[config.mk]
export PLATFORM = sky130hd
export DESIGN_NAME = router_out_arb
export DESIGN_NICKNAME = d
export VERILOG_FILES = /design/src/rtl/router_out_arb_pkg.sv /design/src/rtl/router_out_arb_rr_picker.sv /design/src/rtl/router_out_arb.sv
export SDC_FILE = /design/constraint.sdc
export NUM_CORES = 1
export LEC_CHECK = 0
export BUFFER_PORTS_ARGS = -buffer_cell sky130_fd_sc_hd__buf_4
export CAP_MARGIN = 30
export CORE_ASPECT_RATIO = 0.8
export CORE_MARGIN = 5
export CORE_UTILIZATION = 45
export CTS_CLUSTER_DIAMETER = 120
export DETAILED_ROUTE_END_ITERATION = 10
export GPL_TIMING_DRIVEN = 0
export PLACE_DENSITY = 0.81
export SLEW_MARGIN = 20
export SYNTH_ARGS = -nofsm -noshare
export SYNTH_HDL_FRONTEND = slang
export SYNTH_SLANG_ARGS = --single-unit
[constraint.sdc]
create_clock -name clock -period 3.9 [get_ports clock]
set_clock_uncertainty 0.2 [all_clocks]
set_input_delay 0.78 -clock clock [delete_from_list [all_inputs] [get_ports clock]]
set_output_delay 0.78 -clock clock [all_outputs]
set_load 0.05 [all_outputs]
[src/rtl/router_out_arb_pkg.sv]
// Shared router packet types and the output-arbiter state encoding.
package RouterPkg;

  localparam int PKT_BYTES = 4;

  typedef struct packed {
    logic [3:0]  src;
    logic [3:0]  dest;
    logic [23:0] data;
  } pkt_t;

  typedef enum logic [2:0] {
    ST_IDLE = 3'd0,
    ST_B0   = 3'd1,
    ST_B1   = 3'd2,
    ST_B2   = 3'd3,
    ST_B3   = 3'd4
  } arb_state_t;

endpackage

[src/rtl/router_out_arb_rr_picker.sv]
// Round-robin picker: one-hot winner is the first set req at or after rr_ptr, wrapping.
module rr_picker #(
  parameter int NUM_REQ = 4,
  parameter int PTR_W   = 2
) (
  input  logic [NUM_REQ-1:0] req,
  input  logic [PTR_W-1:0]   rr_ptr,
  output logic [NUM_REQ-1:0] winner
);

  int               idx;
  logic [PTR_W-1:0] sel;
  logic             found;

  always_comb begin
    winner = '0;
    found  = 1'b0;
    idx    = 0;
    sel    = '0;
    for (int i = 0; i < NUM_REQ; i++) begin
      idx = int'(rr_ptr) + i;
      if (idx >= NUM_REQ) idx = idx - NUM_REQ;
      sel = PTR_W'(idx);
      if (!found && req[sel]) begin
        winner[sel] = 1'b1;
        found       = 1'b1;
      end
    end
  end

endmodule

[src/rtl/router_out_arb.sv]
// Round-robin output arbiter that serializes one 32-bit packet into four bytes.
// Optional per-port grant counters are built when ROUTER_ARB_STATS_EN is defined.
//
// state   | meaning
// IDLE    | waiting; may grant when free_outbound=1 and a request is pending
// B0      | sending {src,dest}
// B1      | sending data[23:16]
// B2      | sending data[15:8]
// B3      | sending data[7:0], returns to IDLE
module router_out_arb
  import RouterPkg::*;
#(
  parameter int NUM_REQ = 4,
  parameter int PTR_W   = 2
) (
  input  logic                     clock,
  input  logic                     reset,
  input  logic [NUM_REQ-1:0]       req,
  input  pkt_t [NUM_REQ-1:0]       pkt_in,
  output logic [NUM_REQ-1:0]       gnt,
  input  logic                     free_outbound,
  output logic                     put_outbound,
  output logic [7:0]               payload_outbound,
  output logic                     busy
`ifdef ROUTER_ARB_STATS_EN
  ,
  output logic [NUM_REQ-1:0][15:0] grant_count
`endif
);

  arb_state_t          state;
  arb_state_t          state_nxt;
  logic [PTR_W-1:0]    rr_ptr;
  logic [PTR_W-1:0]    win_idx;
  logic [NUM_REQ-1:0]  winner;
  logic                grant_fire;
  pkt_t                pkt_sel;
  pkt_t                pkt_q;

  rr_picker #(.NUM_REQ(NUM_REQ), .PTR_W(PTR_W)) u_rr_picker (
    .req    (req),
    .rr_ptr (rr_ptr),
    .winner (winner)
  );

  always_comb begin
    grant_fire = (state == ST_IDLE) && free_outbound && (|req) && !reset;
    gnt        = grant_fire ? winner : '0;
  end

  always_comb begin
    win_idx = '0;
    pkt_sel = '0;
    for (int i = 0; i < NUM_REQ; i++) begin
      if (winner[i]) begin
        win_idx = PTR_W'(i);
        pkt_sel = pkt_in[i];
      end
    end
  end

  always_ff @(posedge clock) begin
    if (reset) begin
      state <= ST_IDLE;
    end else begin
      state <= state_nxt;
    end
  end

  always_comb begin
    state_nxt = state;
    case (state)
      ST_IDLE: if (grant_fire) state_nxt = ST_B0;
      ST_B0:   state_nxt = ST_B1;
      ST_B1:   state_nxt = ST_B2;
      ST_B2:   state_nxt = ST_B3;
      ST_B3:   state_nxt = ST_IDLE;
      default: state_nxt = ST_IDLE;
    endcase
  end

  always_comb begin
    busy             = (state != ST_IDLE);
    put_outbound     = busy;
    payload_outbound = 8'h00;
    case (state)
      ST_B0:   payload_outbound = {pkt_q.src, pkt_q.dest};
      ST_B1:   payload_outbound = pkt_q.data[23:16];
      ST_B2:   payload_outbound = pkt_q.data[15:8];
      ST_B3:   payload_outbound = pkt_q.data[7:0];
      default: payload_outbound = 8'h00;
    endcase
  end

  // Packet and pointer only move on the grant edge.
  always_ff @(posedge clock) begin
    if (reset) begin
      pkt_q  <= '0;
      rr_ptr <= '0;
    end else if (grant_fire) begin
      pkt_q <= pkt_sel;
      if (win_idx == PTR_W'(NUM_REQ - 1)) rr_ptr <= '0;
      else                                rr_ptr <= win_idx + PTR_W'(1);
    end
  end

`ifdef ROUTER_ARB_STATS_EN
  always_ff @(posedge clock) begin
    if (reset) begin
      grant_count <= '0;
    end else begin
      for (int i = 0; i < NUM_REQ; i++) begin
        if (gnt[i] && (grant_count[i] != 16'hFFFF)) grant_count[i] <= grant_count[i] + 16'd1;
      end
    end
  end
`endif

endmodule

==> results by group <==
Outcome
  – Status: complete, no violations

Yosys
  – Synth Register Bits: 37
  – Synth top area share: 0.2561
  – Syn Inst Count: 354
  – Mapped Area: 0.002893 mm²
  – Prevailing post-synth register cell: dfxtp_1
  – Sequential share of the synthesized area: 0.2561
  – Commonest cells post-synth: 40 x nand2_1, 39 x inv_1, 37 x dfxtp_1
  – Avg Synthesized Cell Area: 8.172 µm²
  – Post-synth ARST share: 0
  – Top-count cell post-synth: nand2_1
  – Synth cell types: 38
  – Post-synth EDFFs: 0
  – Post-synth top area cell: dfxtp_1
  – Post-Syn Nets: 496
  – Synth area leaders: dfxtp_1 26%, a221oi_2 16%, o211ai_1 8.6%
  – Synth warn: 0

Worst hold path
  – Min-Delay Endpoint: pkt_q[7]
  – Worst Hold Class: flip-flop to flip-flop
  – Hold depth: 2
  – Hold wc startpoint: pkt_q[7]

CTS
  – Post-CTS Hold Buffers: 0
  – CTS tree: built
  – H-tree Lvls: 2
  – CTS Sinks: 37
  – CTS buffer count: 5
  – CTS clk-pin slew, worst paths: 0.08 ns
  – Max Root-Sink Buffers: 2
  – Clk Tree Root Cell: clkbuf_8
  – Worst-Skew Late Latency: 0.29 ns

Critical path
  – Critical Path Start Type: flip-flop
  – Kind of critical path: flip-flop to primary output
  – FF-to-FF End: pkt_q[30]
  – CP max-delay cell: mux4_2
  – R2R setup slack: 0.61 ns
  – CP max stage delay: 0.55 ns
  – R2r worst-path depth: 10
  – CP Data Arrival Time: 2.80 ns
  – Crit path buffers/inverters: 3
  – Top delay family on crit path: simple AND/OR/NAND/NOR gates
  – Endpoint type of the worst setup path: primary output
  – Critical-path cell list: inv_1 -> ha_4 -> mux4_2 -> or2_1 -> a211o_1 -> and2_4 -> buf_4 -> nor2_4 -> buf_8
  – Critical Path RT: 2.92 ns
  – R2r startpoint: rr_ptr[1]
  – Worst-path fanout max: 10
  – Critical Path Start: rr_ptr[1]

STA
  – Clock period minus worst slack: 3.781 ns
  – Final hold vios: 0
  – Worst Slack Setup Final: 0.1189 ns
  – Rel. slew slack: 0.5774
  – Fmax: 0.2645 GHz
  – RSZ-0062 raised after global routing: no
  – Worst hold slack: 0.2572 ns
  – Final Cycle Share: 0.9695
  – Final setup viols: 0
  – Max-slew violations: 0
  – Worst slew pin tran: 0.6338 ns

Die
  – Starting Density: 0.4584
  – Row count: 26
  – Die Wd: 99.64 µm
  – Die Area: 0.008142 mm²
  – Core footprint: 0.006311 mm²
  – # IOs: 149
  – Die height: 81.71 µm

Finish
  – Antenna cells: 0
  – Share of layout cells above drive strength 1: 0.4327
  – Area Overhead vs Synth: 49.83%
  – Cell area after layout: 0.004334 mm²
  – Number of nets in the layout: 661
  – Fillers: 562
  – Fin cells: 604
  – Util after Layout: 0.6868

Power and ir drop
  – Power Density: 393.9 mW/mm²
  – Maximum VDD drop: 0.0002451 V
  – Static leakage: 1.881 nW

Global route
  – First-pass GRT wire length: 16930 µm
  – Largest net degree at the start of global routing: 16
  – Global-route usage over all layers: 0.2642
  – Vias in the first global route: 3549
  – Grt total ovfl: 0
  – Number of antenna violations at the first check in global routing: 0

Routing
  – Vias per cell: 5.770
  – # DRC: 0
  – Routed Antenna Nets: 0
  – WL final: 10730 µm
  – DRT iter0 DRCs: 140
  – DR WL/cell: 17.76 µm
  – Number of vias in the routed layout: 3485
  – DR pass1 iterations: 6

Place
  – Cells after DPL: 586
  – Placed instance area: 0.004111 mm²
  – I/O Buffers: 148
  – DPL Wire Length: 8396 µm
  – GPL Wtd Cong: 0.9035
  – Dpl ws: -0.3137 ns

Flow run
  – Max_cap viols: 0
## power by group
group / internal, W / switching, W
sequential: 0.000447 / 0.0000482
combinational: 0.000420 / 0.000491
clock: 0.000160 / 0.000142
## tightest hold or removal path: cells and delay by family (launching register included)
kind | cells | cell delay [ns]
flip-flops | 1 | 0.32
AND/OR/NAND/NOR | 1 | 0.05
AO/OA/AOI/OAI | 1 | 0.05
## per-stage QoR
stage	total power, W	setup TNS [ns]
2_1_floorplan	0.001091	0
3_3_place_gp	0.001354	-0.3077
3_5_place_dp	0.001375	-0.3137
4_1_cts	0.001681	0
5_1_grt	0.001811	0
6_report	0.001707	0
## placed cells by master, fill, tap and decap left out, types with 7 or more instances in the layout
cell / count
inv_1: 38
o211ai_1: 33
nand2_1: 40
a22oi_1: 9
a221oi_2: 30
clkbuf_8: 7
dfxtp_1: 35
o21ai_1: 32
clkbuf_1: 19
o21ai_0: 35
buf_4: 163
## cell families (layout without fill, tap and decap cells)
kind of cell,count (synthesis),after routing,synth area share
buffers and inverters,70,236,0.1051
and+or+nand+nor,64,64,0.09948
DFF,37,37,0.2561
adders and majority gates,7,7,0.03028
AOI/OAI and AO/OA,163,163,0.4459
xor gates and xnor gates,1,1,0.003028
muxes,12,12,0.06012
## worst max path at each step
stage          slack, ns  cells after the start     end
2_1_floorplan       0.04                      8  gnt[2]
6_report            0.12                      9  gnt[3]
4_1_cts             0.01                     10  gnt[3]
3_3_place_gp       -0.31                     11  gnt[3]
3_5_place_dp       -0.31                     11  gnt[3]
5_1_grt             0.01                      9  gnt[3]
## metal layers
layer	vias up	wire length [µm]	global-route usage
li1	1653	-	-
met1	1639	4328	0.3153
met2	176	5164	0.4665
met3	17	1082	0.08829
met4	0	149	0.05593
met5	-	0	0
## state kept, by name (all words and copies together) (netlist names)
| register | cells |
|---|---|
| state | 3 |
| rr_ptr | 2 |
| pkt_q | 32 |
## layout make-up
| cell class | count | area [µm²] | share of cell area |
|---|---|---|---|
| sequential | 37 | 748.2 | 0.1726 |
| clock inverter | 1 | 5.005 | 0.001155 |
| inverter | 39 | 146.4 | 0.03378 |
| multi-input combinational | 247 | 1876 | 0.4327 |
| buffer | 28 | 141.4 | 0.03262 |
| timing repair buffer | 161 | 1216 | 0.2806 |
| tap | 84 | 105.1 | 0.02425 |
| clock buffer | 7 | 96.34 | 0.02223 |
## repair_timing
item                                    4_1_cts  5_1_grt
setup buffers                                 1       12
endpoints found under the setup margin        2        1
gates resized for setup                      10        3
cloned                                        0        0
pin swaps                                     1        4
Note: power is estimated with default switching activity, not from simulation.
